`config.mk`:
```
export PLATFORM = sky130hd
export DESIGN_NAME = bsg_link_reset_sequencer
export DESIGN_NICKNAME = d
export VERILOG_FILES = /design/src/rtl/bsg_link_pearl_pkg.sv /design/src/rtl/bsg_counter_set_down.sv /design/src/rtl/bsg_link_reset_sequencer.sv
export SDC_FILE = /design/constraint.sdc
export NUM_CORES = 1
export LEC_CHECK = 0
export ABC_AREA = 1
export CAP_MARGIN = 20
export CORE_MARGIN = 1.5
export CORE_UTILIZATION = 49
export DETAILED_ROUTE_END_ITERATION = 16
export GPL_ROUTABILITY_DRIVEN = 0
export GPL_TIMING_DRIVEN = 0
export PLACE_DENSITY = 0.78
export SLEW_MARGIN = 20
export SYNTH_ARGS = -nofsm -noshare
export SYNTH_HDL_FRONTEND = slang
export SYNTH_SLANG_ARGS = --single-unit
```
`constraint.sdc`:
```
create_clock -name clk_i -period 2.1 [get_ports clk_i]
set_clock_uncertainty 0.2 [all_clocks]
set_input_delay 0.21 -clock clk_i [delete_from_list [all_inputs] [get_ports clk_i]]
set_output_delay 0.21 -clock clk_i [all_outputs]
set_load 0.01 [all_outputs]
```
`src/rtl/bsg_link_pearl_pkg.sv`:
```
// Shared types for the link reset sequencer: the sequencer state encoding,
// the bundle of registered reset/status outputs, and a helper that maps each
// state to the output values it drives.
package bsg_link_pearl_pkg;

    typedef enum logic [2:0] {
        S_IDLE        = 3'd0,
        S_ASSERT_ALL  = 3'd1,
        S_TOKEN_HI    = 3'd2,
        S_TOKEN_LO    = 3'd3,
        S_IO_UP_REL   = 3'd4,
        S_IO_DOWN_REL = 3'd5,
        S_CORE_REL    = 3'd6,
        S_DONE        = 3'd7
    } bsg_link_reset_seq_state_e;

    typedef struct packed {
        logic io_uplink_reset;
        logic io_downlink_reset;
        logic async_token_reset;
        logic core_uplink_reset;
        logic core_downlink_reset;
        logic busy;
        logic done;
    } link_reset_outs_s;

    // Values held in reset and in IDLE: link fully held, token idle.
    localparam link_reset_outs_s ResetOuts = '{
        io_uplink_reset:     1'b1,
        io_downlink_reset:   1'b1,
        async_token_reset:   1'b0,
        core_uplink_reset:   1'b1,
        core_downlink_reset: 1'b1,
        busy:                1'b0,
        done:                1'b0
    };

    // Releases accumulate: each later state keeps every earlier release.
    function automatic link_reset_outs_s state_outputs(input bsg_link_reset_seq_state_e s);
        link_reset_outs_s o;
        o = ResetOuts;
        case (s)
            S_ASSERT_ALL:  o.busy = 1'b1;
            S_TOKEN_HI: begin
                o.busy              = 1'b1;
                o.async_token_reset = 1'b1;
            end
            S_TOKEN_LO:    o.busy = 1'b1;
            S_IO_UP_REL: begin
                o.busy            = 1'b1;
                o.io_uplink_reset = 1'b0;
            end
            S_IO_DOWN_REL: begin
                o.busy              = 1'b1;
                o.io_uplink_reset   = 1'b0;
                o.io_downlink_reset = 1'b0;
            end
            S_CORE_REL: begin
                o.busy                = 1'b1;
                o.io_uplink_reset     = 1'b0;
                o.io_downlink_reset   = 1'b0;
                o.core_uplink_reset   = 1'b0;
                o.core_downlink_reset = 1'b0;
            end
            S_DONE: begin
                o.done                = 1'b1;
                o.io_uplink_reset     = 1'b0;
                o.io_downlink_reset   = 1'b0;
                o.core_uplink_reset   = 1'b0;
                o.core_downlink_reset = 1'b0;
            end
            default: o = ResetOuts;
        endcase
        return o;
    endfunction

endpackage

```
`src/rtl/bsg_counter_set_down.sv`:
```
// Loadable down-counter used as the per-step timer. Saturates at zero.
// Ports: clk_i/reset_n_i (async active-low), set_i loads val_i,
//        down_i decrements when nonzero, count_o is the registered count.
module bsg_counter_set_down #(
    parameter int unsigned width_p = 8
) (
    input  logic               clk_i,
    input  logic               reset_n_i,
    input  logic               set_i,
    input  logic [width_p-1:0] val_i,
    input  logic               down_i,
    output logic [width_p-1:0] count_o
);

    logic [width_p-1:0] count_q;

    // Load has priority; decrement stops at zero so the count never wraps.
    always_ff @(posedge clk_i or negedge reset_n_i) begin
        if (!reset_n_i) begin
            count_q <= '0;
        end else if (set_i) begin
            count_q <= val_i;
        end else if (down_i && (count_q != '0)) begin
            count_q <= count_q - width_p'(1);
        end
    end

    assign count_o = count_q;

endmodule

```
`src/rtl/bsg_link_reset_sequencer.sv`:
```
// Sequences the resets of a BSG link: hold everything, pulse the token
// reset, then release IO uplink, IO downlink and core sides in turn, each
// step lasting W = max(wait_cycles_i,1) cycles captured at sequence start.
// Ports: clk_i, reset_n_i (async active-low), start_i, wait_cycles_i;
//        five active-high reset outputs plus busy_o / done_o, all registered.
module bsg_link_reset_sequencer
    import bsg_link_pearl_pkg::*;
#(
    parameter int unsigned cnt_width_p = 8
) (
    input  logic                   clk_i,
    input  logic                   reset_n_i,
    input  logic                   start_i,
    input  logic [cnt_width_p-1:0] wait_cycles_i,
    output logic                   io_uplink_reset_o,
    output logic                   io_downlink_reset_o,
    output logic                   async_token_reset_o,
    output logic                   core_uplink_reset_o,
    output logic                   core_downlink_reset_o,
    output logic                   busy_o,
    output logic                   done_o
);

    bsg_link_reset_seq_state_e state_q, state_d;
    logic [cnt_width_p-1:0]    w_q, w_d;
    logic [cnt_width_p-1:0]    cnt;
    logic [cnt_width_p-1:0]    w_eff_c;
    logic                      set_c;
    logic [cnt_width_p-1:0]    set_val_c;
    logic                      step_done_c;
    link_reset_outs_s          outs_q;

    // A zero wait request still gives one cycle per step.
    assign w_eff_c     = (wait_cycles_i == '0) ? cnt_width_p'(1) : wait_cycles_i;
    assign step_done_c = (cnt == '0);

    // Next-state logic; start_i is only looked at in IDLE and DONE.
    always_comb begin
        state_d = state_q;
        w_d     = w_q;
        case (state_q)
            S_IDLE, S_DONE: begin
                if (start_i) begin
                    state_d = S_ASSERT_ALL;
                    w_d     = w_eff_c;
                end
            end
            S_ASSERT_ALL:  if (step_done_c) state_d = S_TOKEN_HI;
            S_TOKEN_HI:    if (step_done_c) state_d = S_TOKEN_LO;
            S_TOKEN_LO:    if (step_done_c) state_d = S_IO_UP_REL;
            S_IO_UP_REL:   if (step_done_c) state_d = S_IO_DOWN_REL;
            S_IO_DOWN_REL: if (step_done_c) state_d = S_CORE_REL;
            S_CORE_REL:    if (step_done_c) state_d = S_DONE;
            default:       state_d = S_IDLE;
        endcase
    end

    // Reload the timer with W-1 on every state change.
    assign set_c     = (state_d != state_q);
    assign set_val_c = w_d - cnt_width_p'(1);

    bsg_counter_set_down #(
        .width_p (cnt_width_p)
    ) u_step_timer (
        .clk_i     (clk_i),
        .reset_n_i (reset_n_i),
        .set_i     (set_c),
        .val_i     (set_val_c),
        .down_i    (1'b1),
        .count_o   (cnt)
    );

    // Outputs are registered from the next state so they line up with state_q.
    always_ff @(posedge clk_i or negedge reset_n_i) begin
        if (!reset_n_i) begin
            state_q <= S_IDLE;
            w_q     <= '0;
            outs_q  <= ResetOuts;
        end else begin
            state_q <= state_d;
            w_q     <= w_d;
            outs_q  <= state_outputs(state_d);
        end
    end

    assign io_uplink_reset_o     = outs_q.io_uplink_reset;
    assign io_downlink_reset_o   = outs_q.io_downlink_reset;
    assign async_token_reset_o   = outs_q.async_token_reset;
    assign core_uplink_reset_o   = outs_q.core_uplink_reset;
    assign core_downlink_reset_o = outs_q.core_downlink_reset;
    assign busy_o                = outs_q.busy;
    assign done_o                = outs_q.done;

endmodule

```
==> reports/metrics.yaml <==
numCtsBuffers: 3
grt_max_degree: 26
violations: "negative setup slack"
slowest_delay_ps: 470
synth_edf_count: 0
syn2layout_area_growth_pct: 35.11
core_region_area_mm2: 0.002758
drive_gt1_share_pct: 35.68
totalWireLength_um: 3178
crit_family: "simple AND/OR/NAND/NOR gates"
cts_tree: "done"
synth-compound-area-share_pct: 9.019
grt_use_met2_pct: 34.15
clock_sinks: 25
num-fill-cells: 207
maxCapViolations: 0
p_leak_nw: 0.9540
setup_viol: 7
grt_use_met1_pct: 26.55
synth_flop_cell: "dfrtp_1"
hold_violations: 0
vias: 1255
syn_area_mm2: 0.001429
hpwlAfterDp_um: 2016
power_mw: 0.7306
path_max_fanout: 4
setup_ws_ps: -136.4
synth_top_family_by_area: "simple AND/OR/NAND/NOR gates"
insertion_delay_ps: 320
slowest_stage: "dfrtp_2"
syn_nets: 187
required_ps: 2160
port_buffers: 17
avgRoutedWirePerCell_um: 13.02
crit_buf_inv: 1
dieArea_mm2: 0.003249
drv_slew: 0
netlist-cell-type-count: 30
synth-xor-area-share_pct: 0
arrival_ps: 2300
status: "finished, violations left"
start_kind: "flop"
pin_count: 18
period_needed_ps: 2236
cts.htree.levels: 1
grt_pass1_vias: 1249
grt_busiest_layer: "met2"
ir_drop_mv: 0.2696
initial_core_util_pct: 51.81
cp_cell_sequence: "o21bai_4 > nand2_2 > nor3_4 > nor2_4 > nand2_4 > nand3b_1 > nand2_4 > ha_4 > nand2_4 > nor2_4 > nand2_1 > nand2_1 > inv_1 > nor2_1"
path_class: "reg2reg"
postSynthCellCount: 175
grt_usage_pct: 19.98
ant_nets: 0
drc: 0
async_flop_share_pct: 100.0
fmax_mhz: 447.2
cts-root-buf: "clkbuf_4"
clockBufferDepth: 2
yosysSeqAreaShare_pct: 44.05
first_iter_violations: 42
syn-mean-instance-area_um2: 8.165
num_rows: 19
die_y_um: 57
die_x_um: 57
synthAdderAreaFrac_pct: 0.8757
rsz0062_at_grt: "yes"
antenna_found_initial: 0
cp-end-kind: "flop"
period_share_pct: 106.5
powerDensity_mw_per_mm2: 378.4
yosys.area_share.simple_pct: 35.81
slew_headroom_pct: 62.91
clk_pin_slew_ps: 130
ys_ff_latch: 25
hold_class: "in2async"
use_met3_pct: 1.361
worstMarginPinSlew_ps: 556.3
overflow: 0
antenna_cells: 0
grt_first_pass_wirelength_um: 5202
firstDrtPassIters: 4
routed_via_density: 5.143
yosysWarnings: 0
cpMostUsedCell: "nand2_4"
synthMuxAreaShare_pct: 0
nets: 226
finalSetupTns_ps: -668.4
==> cell type report <==
| class | instances | area, um^2 | share of cell area [%] |
|---|---|---|---|
| plain buffers | 3 | 33.78 | 1.750 |
| inverters | 31 | 118.9 | 6.157 |
| clock buffers | 4 | 26.28 | 1.361 |
| well taps | 31 | 38.79 | 2.009 |
| multi-input cells | 116 | 782.0 | 40.51 |
| repair buffers | 34 | 299.0 | 15.49 |
| flip-flops and latches | 25 | 631.9 | 32.73 |
==> per-stage QoR <==
stage	hold WS, ps	setup WS, ps	area (um^2)	std cells	util (%)
final	206.5	-136.4	1931	244	70.01
after floorplan	-285.6	12.09	1465	175	-
after global routing	249.0	-261.9	1931	244	70.01
after detailed placement	293.8	-222.0	1674	223	60.71
after CTS	268.9	-110.0	1847	238	66.97
after global placement	288.4	-168.4	1674	223	60.71
==> state kept, by name (all words and copies together) (netlist names) <==
name / count
async_token_reset_o: 1
w_q: 8
u_step_timer.count_o: 8
busy_o: 1
io_uplink_reset_o: 1
done_o: 1
io_downlink_reset_o: 1
state_q: 3
core_downlink_reset_o: 1
==> power breakdown <==
group / total [mW] / internal [mW] / switching, mW
logic: 0.0338 / 0.0179 / 0.0158
registers: 0.482 / 0.482 / 0
clock network: 0.215 / 0.0743 / 0.141
==> timing repair <==
item	4_1_cts	5_1_grt
pin swaps	21	8
hold endpoints to repair	0	22
hold buffers	0	1
resized for setup	15	12
buffers inserted	11	5
setup endpoints to repair	7	7
==> synth_stat cells, types with 2 or more instances <==
| cell | number | area [um^2] |
|---|---|---|
| nor2_1 | 18 | 67.56 |
| inv_1 | 25 | 93.84 |
| nand3_2 | 3 | 30.03 |
| nand3_1 | 8 | 40.04 |
| dfstp_2 | 3 | 78.83 |
| a21oi_1 | 4 | 20.02 |
| nand2_2 | 8 | 50.05 |
| nand2_4 | 4 | 45.04 |
| o21bai_1 | 3 | 22.52 |
| inv_2 | 5 | 18.77 |
| dfrtp_1 | 22 | 550.5 |
| nor2_2 | 3 | 18.77 |
| o21ai_0 | 3 | 15.01 |
| nand3b_1 | 5 | 37.54 |
| or2_2 | 2 | 12.51 |
| o21ai_2 | 4 | 35.03 |
| buf_6 | 2 | 22.52 |
| nor2_4 | 2 | 22.52 |
| nand2_1 | 39 | 146.4 |
| o21ai_1 | 2 | 10.01 |
==> cell usage in the layout, fill, tap and decap left out, drive strengths merged, types with 5 or more instances in the layout <==
cell,synthesis,final
dfrtp,22,22
nand3b,5,5
nor2,23,23
buf,3,20
clkdlybuf4s50,0,16
nand2,52,52
nand3,11,11
o21ai,9,9
inv,30,30
==> logic make-up after synthesis <==
logic type               after synthesis
buffers and inverters                 34
flip-flops                            25
adder cells (fa/ha/maj)                1
AO/OA/AOI/OAI                         19
AND/OR/NAND/NOR                       96
==> per-layer routing <==
metal	up-vias	part of all wire, %
met5	-	0
met4	0	2.0
met3	6	2.0
met2	23	53
met1	614	43
li1	612	-
==> path summary, 6_finish.rpt <==
| kind | slack (ps) | depth (start not counted) | to | from |
|---|---|---|---|---|
| worst min register to register | 330 | 2 | w_q[7]$_DFF_PN0_ | w_q[7]$_DFF_PN0_ |
| worst max-delay path | -140 | 14 | u_step_timer.count_o[6]$_DFFE_PN0P_ | state_q[2]$_DFF_PN0_ |
| max in group asynchronous | 1100 | 2 | state_q[2]$_DFF_PN0_ | reset_n_i |
| min in group clk_i | 280 | 3 | w_q[5]$_DFF_PN0_ | wait_cycles_i[5] |
| worst min-delay path | 210 | 2 | state_q[0]$_DFF_PN0_ | reset_n_i |
| worst max register to register | -140 | 14 | u_step_timer.count_o[6]$_DFFE_PN0P_ | state_q[2]$_DFF_PN0_ |
Note: power is estimated with default switching activity, not from simulation.
